[src/rtl/fifo_wr_rr_arbiter_pkg.sv]
// rtl/fifo_wr_rr_arbiter_pkg.sv - shared types and widths for the FIFO write round-robin arbiter
package fifo_arb_pkg;

  typedef enum logic {
    ARB_IDLE  = 1'b0,
    ARB_BURST = 1'b1
  } arb_state_e;

  // Largest supported BURST_MAX; the beat counter is sized to hold it.
  localparam int BURST_MAX_LIMIT = 256;
  localparam int BEAT_CNT_W      = $clog2(BURST_MAX_LIMIT + 1);

  // Width of a requester index; never narrower than one bit.
  function automatic int GRANT_W(input int num_req);
    return (num_req > 1) ? $clog2(num_req) : 1;
  endfunction

endpackage

[src/rtl/fifo_wr_rr_arbiter_if.sv]
// rtl/fifo_wr_rr_arbiter_if.sv - requester and FIFO write-port bundle for the arbiter
interface fifo_wr_rr_arbiter_if
  import fifo_arb_pkg::*;
#(
  parameter int NUM_REQ = 4,
  parameter int DATA_W  = 32
);
  localparam int GW = GRANT_W(NUM_REQ);

  logic [NUM_REQ-1:0]        req_valid;
  logic [NUM_REQ*DATA_W-1:0] req_data;
  logic [NUM_REQ-1:0]        req_last;
  logic [NUM_REQ-1:0]        req_ready;
  logic [DATA_W-1:0]         fifo_wr_data;
  logic                      fifo_wr_en;
  logic                      fifo_wr_full;
  logic                      fifo_almost_full;
  logic [GW-1:0]             grant_id;
  logic                      busy;

  // Producers and the FIFO side drive the master view.
  modport master (
    output req_valid, req_data, req_last, fifo_wr_full, fifo_almost_full,
    input  req_ready, fifo_wr_data, fifo_wr_en, grant_id, busy
  );

  // The arbiter uses the slave view.
  modport slave (
    input  req_valid, req_data, req_last, fifo_wr_full, fifo_almost_full,
    output req_ready, fifo_wr_data, fifo_wr_en, grant_id, busy
  );

endinterface

[src/rtl/fifo_wr_rr_arbiter_rr_pick.sv]
// rtl/fifo_wr_rr_arbiter_rr_pick.sv - first valid requester at or after a rotating pointer
module rr_pick #(
  parameter int N = 4,
  parameter int W = 2
) (
  input  logic [N-1:0] valid,
  input  logic [W-1:0] ptr,
  output logic [W-1:0] idx,
  output logic         found
);

  logic [W:0]   sum;
  logic [W-1:0] cand;

  // Walk the requesters starting at ptr, wrapping modulo N; first hit wins.
  always_comb begin
    found = 1'b0;
    idx   = '0;
    sum   = '0;
    cand  = '0;
    for (int k = 0; k < N; k++) begin
      sum = {1'b0, ptr} + (W+1)'(k);
      if (sum >= (W+1)'(N)) begin
        sum = sum - (W+1)'(N);
      end
      cand = sum[W-1:0];
      if (!found && valid[cand]) begin
        found = 1'b1;
        idx   = cand;
      end
    end
  end

endmodule

[src/rtl/fifo_wr_rr_arbiter.sv]
// rtl/fifo_wr_rr_arbiter.sv - round-robin burst arbiter on a FIFO write port; FIFO_ARB_STATS_EN adds beat/stall counters
module fifo_wr_rr_arbiter
  import fifo_arb_pkg::*;
#(
  parameter int NUM_REQ   = 4,
  parameter int DATA_W    = 32,
  parameter int BURST_MAX = 16
) (
  input  logic                  clk,
  input  logic                  rst,
  fifo_wr_rr_arbiter_if.slave   bus
`ifdef FIFO_ARB_STATS_EN
  ,
  output logic [NUM_REQ*32-1:0] stat_beats,
  output logic [31:0]           stall_cycles
`endif
);

  localparam int GW = GRANT_W(NUM_REQ);
  localparam logic [BEAT_CNT_W-1:0] CNT_LAST = BEAT_CNT_W'(BURST_MAX - 1);

  arb_state_e              state_q, state_d;
  logic [GW-1:0]           grant_q, grant_d;
  logic [GW-1:0]           ptr_q, ptr_d;
  logic [BEAT_CNT_W-1:0]   cnt_q, cnt_d;
  logic                    wr_en_q, wr_en_d;
  logic [DATA_W-1:0]       wr_data_q, wr_data_d;

  logic [DATA_W-1:0]       data_arr [NUM_REQ];
  logic                    throttle_ok;
  logic                    beat;
  logic                    burst_end;
  logic                    pick_found;
  logic [GW-1:0]           pick_idx;

  for (genvar i = 0; i < NUM_REQ; i++) begin : g_unpack
    assign data_arr[i] = bus.req_data[i*DATA_W +: DATA_W];
  end

  rr_pick #(.N(NUM_REQ), .W(GW)) u_pick (
    .valid (bus.req_valid),
    .ptr   (ptr_q),
    .idx   (pick_idx),
    .found (pick_found)
  );

  // Ready goes only to the grantee, and only while the FIFO has headroom.
  always_comb begin
    throttle_ok   = !bus.fifo_almost_full && !bus.fifo_wr_full;
    bus.req_ready = '0;
    if (state_q == ARB_BURST && throttle_ok) begin
      bus.req_ready[grant_q] = 1'b1;
    end
    beat      = (state_q == ARB_BURST) && throttle_ok && bus.req_valid[grant_q];
    burst_end = beat && (bus.req_last[grant_q] || cnt_q == CNT_LAST);
  end

  // Grant selection, beat counting and the registered write stage.
  always_comb begin
    state_d   = state_q;
    grant_d   = grant_q;
    ptr_d     = ptr_q;
    cnt_d     = cnt_q;
    wr_en_d   = 1'b0;
    wr_data_d = wr_data_q;
    case (state_q)
      ARB_IDLE: begin
        if (pick_found) begin
          grant_d = pick_idx;
          cnt_d   = '0;
          state_d = ARB_BURST;
        end
      end
      ARB_BURST: begin
        if (beat) begin
          wr_en_d   = 1'b1;
          wr_data_d = data_arr[grant_q];
          cnt_d     = cnt_q + 1'b1;
          if (burst_end) begin
            state_d = ARB_IDLE;
            cnt_d   = '0;
            ptr_d   = (grant_q == GW'(NUM_REQ - 1)) ? '0 : grant_q + 1'b1;
          end
        end
      end
    endcase
  end

  // State and output registers; reset drops any write still in flight.
  always_ff @(posedge clk) begin
    if (rst) begin
      state_q   <= ARB_IDLE;
      grant_q   <= '0;
      ptr_q     <= '0;
      cnt_q     <= '0;
      wr_en_q   <= 1'b0;
      wr_data_q <= '0;
    end else begin
      state_q   <= state_d;
      grant_q   <= grant_d;
      ptr_q     <= ptr_d;
      cnt_q     <= cnt_d;
      wr_en_q   <= wr_en_d;
      wr_data_q <= wr_data_d;
    end
  end

  assign bus.fifo_wr_en   = wr_en_q;
  assign bus.fifo_wr_data = wr_data_q;
  assign bus.grant_id     = grant_q;
  assign bus.busy         = (state_q == ARB_BURST);

`ifdef FIFO_ARB_STATS_EN
  logic [31:0] beats_q [NUM_REQ];
  logic [31:0] beats_d [NUM_REQ];
  logic [31:0] stall_q, stall_d;

  // Per-requester beat totals and FIFO-backpressure stall cycles, wrapping at 2^32.
  always_comb begin
    for (int i = 0; i < NUM_REQ; i++) begin
      beats_d[i] = beats_q[i];
    end
    stall_d = stall_q;
    if (beat) begin
      beats_d[grant_q] = beats_q[grant_q] + 32'd1;
    end
    if (state_q == ARB_BURST && bus.req_valid[grant_q] && !throttle_ok) begin
      stall_d = stall_q + 32'd1;
    end
  end

  // Statistics registers.
  always_ff @(posedge clk) begin
    if (rst) begin
      for (int i = 0; i < NUM_REQ; i++) begin
        beats_q[i] <= '0;
      end
      stall_q <= '0;
    end else begin
      for (int i = 0; i < NUM_REQ; i++) begin
        beats_q[i] <= beats_d[i];
      end
      stall_q <= stall_d;
    end
  end

  for (genvar i = 0; i < NUM_REQ; i++) begin : g_stats
    assign stat_beats[i*32 +: 32] = beats_q[i];
  end
  assign stall_cycles = stall_q;
`endif

endmodule

[src/flat_wrapper.sv]
// flat-port wrapper written by rule: the top's interface ports become plain ports
module fifo_wr_rr_arbiter_flat import fifo_arb_pkg::*;
#(
  parameter int NUM_REQ   = 4,
  parameter int DATA_W    = 32,
  parameter int BURST_MAX = 16
)
  (clk, rst, bus_req_valid, bus_req_data, bus_req_last, bus_fifo_wr_full, bus_fifo_almost_full, bus_req_ready, bus_fifo_wr_data, bus_fifo_wr_en, bus_grant_id, bus_busy);
  fifo_wr_rr_arbiter_if #(.NUM_REQ(NUM_REQ), .DATA_W(DATA_W)) bus_i ();
  input  logic clk;
  input  logic rst;
  input wire logic [$bits(bus_i.req_valid)-1:0] bus_req_valid;
  input wire logic [$bits(bus_i.req_data)-1:0] bus_req_data;
  input wire logic [$bits(bus_i.req_last)-1:0] bus_req_last;
  input wire logic [$bits(bus_i.fifo_wr_full)-1:0] bus_fifo_wr_full;
  input wire logic [$bits(bus_i.fifo_almost_full)-1:0] bus_fifo_almost_full;
  output wire logic [$bits(bus_i.req_ready)-1:0] bus_req_ready;
  output wire logic [$bits(bus_i.fifo_wr_data)-1:0] bus_fifo_wr_data;
  output wire logic [$bits(bus_i.fifo_wr_en)-1:0] bus_fifo_wr_en;
  output wire logic [$bits(bus_i.grant_id)-1:0] bus_grant_id;
  output wire logic [$bits(bus_i.busy)-1:0] bus_busy;
  assign bus_i.req_valid = bus_req_valid;
  assign bus_i.req_data = bus_req_data;
  assign bus_i.req_last = bus_req_last;
  assign bus_i.fifo_wr_full = bus_fifo_wr_full;
  assign bus_i.fifo_almost_full = bus_fifo_almost_full;
  assign bus_req_ready = bus_i.req_ready;
  assign bus_fifo_wr_data = bus_i.fifo_wr_data;
  assign bus_fifo_wr_en = bus_i.fifo_wr_en;
  assign bus_grant_id = bus_i.grant_id;
  assign bus_busy = bus_i.busy;
  fifo_wr_rr_arbiter #(.NUM_REQ(NUM_REQ), .DATA_W(DATA_W), .BURST_MAX(BURST_MAX)) u_core (.clk(clk), .rst(rst), .bus(bus_i));
endmodule
[config.mk]
export PLATFORM = sky130hd
export DESIGN_NAME = fifo_wr_rr_arbiter_flat
export DESIGN_NICKNAME = d
export VERILOG_FILES = /design/src/rtl/fifo_wr_rr_arbiter_pkg.sv /design/src/rtl/fifo_wr_rr_arbiter_if.sv /design/src/rtl/fifo_wr_rr_arbiter_rr_pick.sv /design/src/rtl/fifo_wr_rr_arbiter.sv /design/src/flat_wrapper.sv
export SDC_FILE = /design/constraint.sdc
export NUM_CORES = 1
export LEC_CHECK = 0
export CORE_ASPECT_RATIO = 1.75
export CORE_UTILIZATION = 25
export CTS_BUF_LIST = sky130_fd_sc_hd__clkbuf_2
export DETAILED_ROUTE_END_ITERATION = 8
export DONT_BUFFER_PORTS = 1
export GPL_TIMING_DRIVEN = 0
export SYNTH_ARGS = -nofsm -noshare
export SYNTH_HDL_FRONTEND = slang
export SYNTH_HIERARCHICAL = 1
export SYNTH_SLANG_ARGS = --single-unit
[constraint.sdc]
create_clock -name clk -period 2.8 [get_ports clk]
set_clock_uncertainty 0.15 [all_clocks]
set_input_delay 0.7 -clock clk [delete_from_list [all_inputs] [get_ports clk]]
set_output_delay 0.7 -clock clk [all_outputs]
set_load 0.02 [all_outputs]
==> run summary <==
share of the synthesized area in the top cell type: 34.18%
synthesized instance count: 289
initial antenna violation count: 0
max-slew violations: 0
Clock Power Share: 25.7%
Crit. Startpoint: u_core/bus.grant_id[1]$_SDFFE_PP0P_
Synthesis Warnings: 6
Clock Tree Buf Depth: 2
period utilization: 94.60%
Compound-Gate Fraction of Synth Area: 13.14%
crit path capture: bus_req_ready[0]
max-cap violations: 0
CP required: 1.95 ns
register area share after synthesis: 34.18%
PwrDens: 409.1 nW/um2
status: finished, final reports clean
placed inst area: 2915 um2
clock root buffer: clkbuf_2
clk slew on worst S/H paths: 0.28 ns
Layout area overhead: 8.818%
Nets: 441
sequence of cells on the critical path: clkbuf_4 > buf_6 > inv_1 > ha_1 > and2_1
Mean Syn Cell Area: 9.525 um2
VDD IR max: 0.1575 mV
Switch Pwr: 0.3782 mW
worst reg2reg path depth: 7
Lkg Pwr: 0.9324 nW
vias in the first global route: 2,400
final setup violation count: 0
Critical Path Slowest Stage Cell: dfxtp_4
top-count cell post-synth: nand2_1
combinational power share: 15.7%
Least-Margin Pin Slew: 0.8369 ns
post-synth net total: 434
Tmin final: 2.649 ns
Final ANT Viol Nets: 0
global-route wire length before repair: 12,740 um
total gr overflow: 0
Std-Cell Rows: 50
vias: 2,279
Final Power: 1.226 mW
reg2reg start: u_core/bus.grant_id[0]$_SDFFE_PP0P_
initial core utilization: 25.73%
maximum net fanout on the critical path: 10
CORE AREA: 10,700 um2
Final Wtd Congestion: 0.8122
top cell type by total area after synthesis: dfxtp_1
XOR/XNOR share of the synthesized area: 0%
synth cell count leaders: nand2_1 (69), dfxtp_1 (47), a21oi_1 (40)
Synth area leaders: dfxtp_1 (34%), mux4_2 (28%), nand2_1 (9.4%)
largest net degree at the start of global routing: 16
CP Class: reg2out
Inserted Clock Buffers: 5
Die Footprint: 11,450 um2
drt first pass iters: 4
asr flop ratio synth: 0%
r2r setup slk: 0.28 ns
fill count: 1,114
cts hold-fix bufs: 0
Chip Height: 140.8 um
gr usage total: 15.09%
final instance area: 2995 um2
drt first-iter violations: 99
post-synthesis mux area share: 28.23%
routed length per instance: 19.99 um
Detailed Route WL: 8537 um
sw frac: 30.86%
synthesized cell area: 2753 um2
clk_lat worst skew: 0.46 ns
n_diodes: 0
Via-to-Cell Ratio: 5.337
Post-synth EDFFs: 0
critical path's largest stage delay: 0.47 ns
FF-to-FF End: u_core/bus.fifo_wr_data[31]$_SDFFE_PP0P_
cell-internal power: 0.8473 mW
Worst Hold Path Cells: 2
final hold viol count: 0
Hold Crit Class: in2reg
TritonCTS clock tree: yes
Post-DP HPWL: 6897 um
main combinational cell family by area after synthesis: multiplexers
IO Port Bufs: 0
Reg power frac: 58.6%
RSZ-0062 raised after global routing: false
clock sinks: 47
Adder-Cell Fraction of Synth Area: 2.273%
H-Tree Depth: 2
Primary FF master, synth: dfxtp_1
Worst setup EP type: output port
DIE WIDTH: 81.32 um
Remaining DRCs: 0
crit start category: register
share of cells above drive strength 1: 18.86%
num ports: 180
#FFs+latches synth: 47
fmax: 377.5 MHz
crit path DAT: 1.80 ns
Post-Synth Simple-Gate Area: 17.77%
headroom to the max-slew limit: 44.20%
Distinct cells, synth: 35
## critical path: cells and delay by family, from the launching register on
| kind | cells | cell delay (ns) |
|---|---|---|
| buffers and inverters | 3 | 0.49 |
| DFF | 1 | 0.47 |
| and+or+nand+nor | 1 | 0.21 |
| adders and majority gates | 1 | 0.18 |
## what timing repair did
action | in CTS | in global routing
cloned | 0 | 0
setup endpoints to repair | 32 | 4
resized for setup | 11 | 3
buffers inserted | 0 | 0
## state kept, by name, summed over array words and instances, names as in the netlist
register,cells
u_core/bus.fifo_wr_data,32
u_core/cnt_q,9
u_core/bus.grant_id,2
u_core/ptr_q,2
u_core/bus.busy,1
u_core/bus.fifo_wr_en,1
## how the worst min path moves through the flow
stage,from,to,slack [ns]
2_1_floorplan,u_core/cnt_q[8]$_SDFFE_PP0P_,u_core/cnt_q[8]$_SDFFE_PP0P_,0.33
3_5_place_dp,u_core/cnt_q[7]$_SDFFE_PP0P_,u_core/cnt_q[7]$_SDFFE_PP0P_,0.36
6_report,rst,u_core/cnt_q[1]$_SDFFE_PP0P_,0.26
3_3_place_gp,u_core/cnt_q[7]$_SDFFE_PP0P_,u_core/cnt_q[7]$_SDFFE_PP0P_,0.34
5_1_grt,rst,u_core/cnt_q[1]$_SDFFE_PP0P_,0.21
4_1_cts,rst,u_core/cnt_q[1]$_SDFFE_PP0P_,0.24
## layout by cell type (no fill, tap or decap), types with 6 or more instances in the layout
cell       n
o21ai_0    8
nor2_1    13
nand2_1   69
nor3_1     6
dfxtp_1   44
a21oi_1   40
mux4_2    34
clkbuf_1  10
inv_1      8
## metal layers
metal  up-vias  part of all wire (%)  track usage [%]
li1       1061                     -                -
met2       116                    56            27.89
met5         -                     0                0
met4         0                  0.87            4.605
met3         4                   7.7            3.819
met1      1098                    35            16.12
## through the flow
stage          utilization (%)  hold slack [ns]  TNS [ns]  setup slack (ns)  std cells
3_5_place_dp             27.25           0.3561   -0.7857           -0.1983        419
3_3_place_gp             27.25           0.3442   -0.2057           -0.1052        419
2_1_floorplan                -           0.3253         0            0.3577        289
6_report                 28.00           0.2579         0            0.1511        427
5_1_grt                  28.00           0.2082         0          0.007924        427
4_1_cts                  27.92           0.2362         0           0.04300        427
## logic make-up after synthesis
| group | Yosys count |
|---|---|
| AOI/OAI and AO/OA | 62 |
| adders and majority gates | 5 |
| muxes | 35 |
| buffers and inverters | 29 |
| and+or+nand+nor | 111 |
| DFF | 47 |
## power by group through the flow
| stage | logic (mW) | clock network (mW) | registers [mW] |
|---|---|---|---|
| global route | 0.211 | 0.367 | 0.722 |
| finish | 0.193 | 0.314 | 0.718 |
| CTS | 0.195 | 0.340 | 0.719 |
| detailed placement | 0.192 | 0 | 0.731 |
| floorplan | 0.158 | 0 | 0.726 |
| global placement | 0.189 | 0 | 0.731 |
## cell type report
cell class	instances	area [um2]	area share, %
buffer	20	108.9	3.634
clock buffer	5	25.02	0.8354
clock inverter	3	20.02	0.6683
inverter	9	33.78	1.128
multi-input combinational	213	1695	56.60
sequential	47	949.7	31.70
tap	130	162.7	5.430
Note: power is estimated with default switching activity, not from simulation.
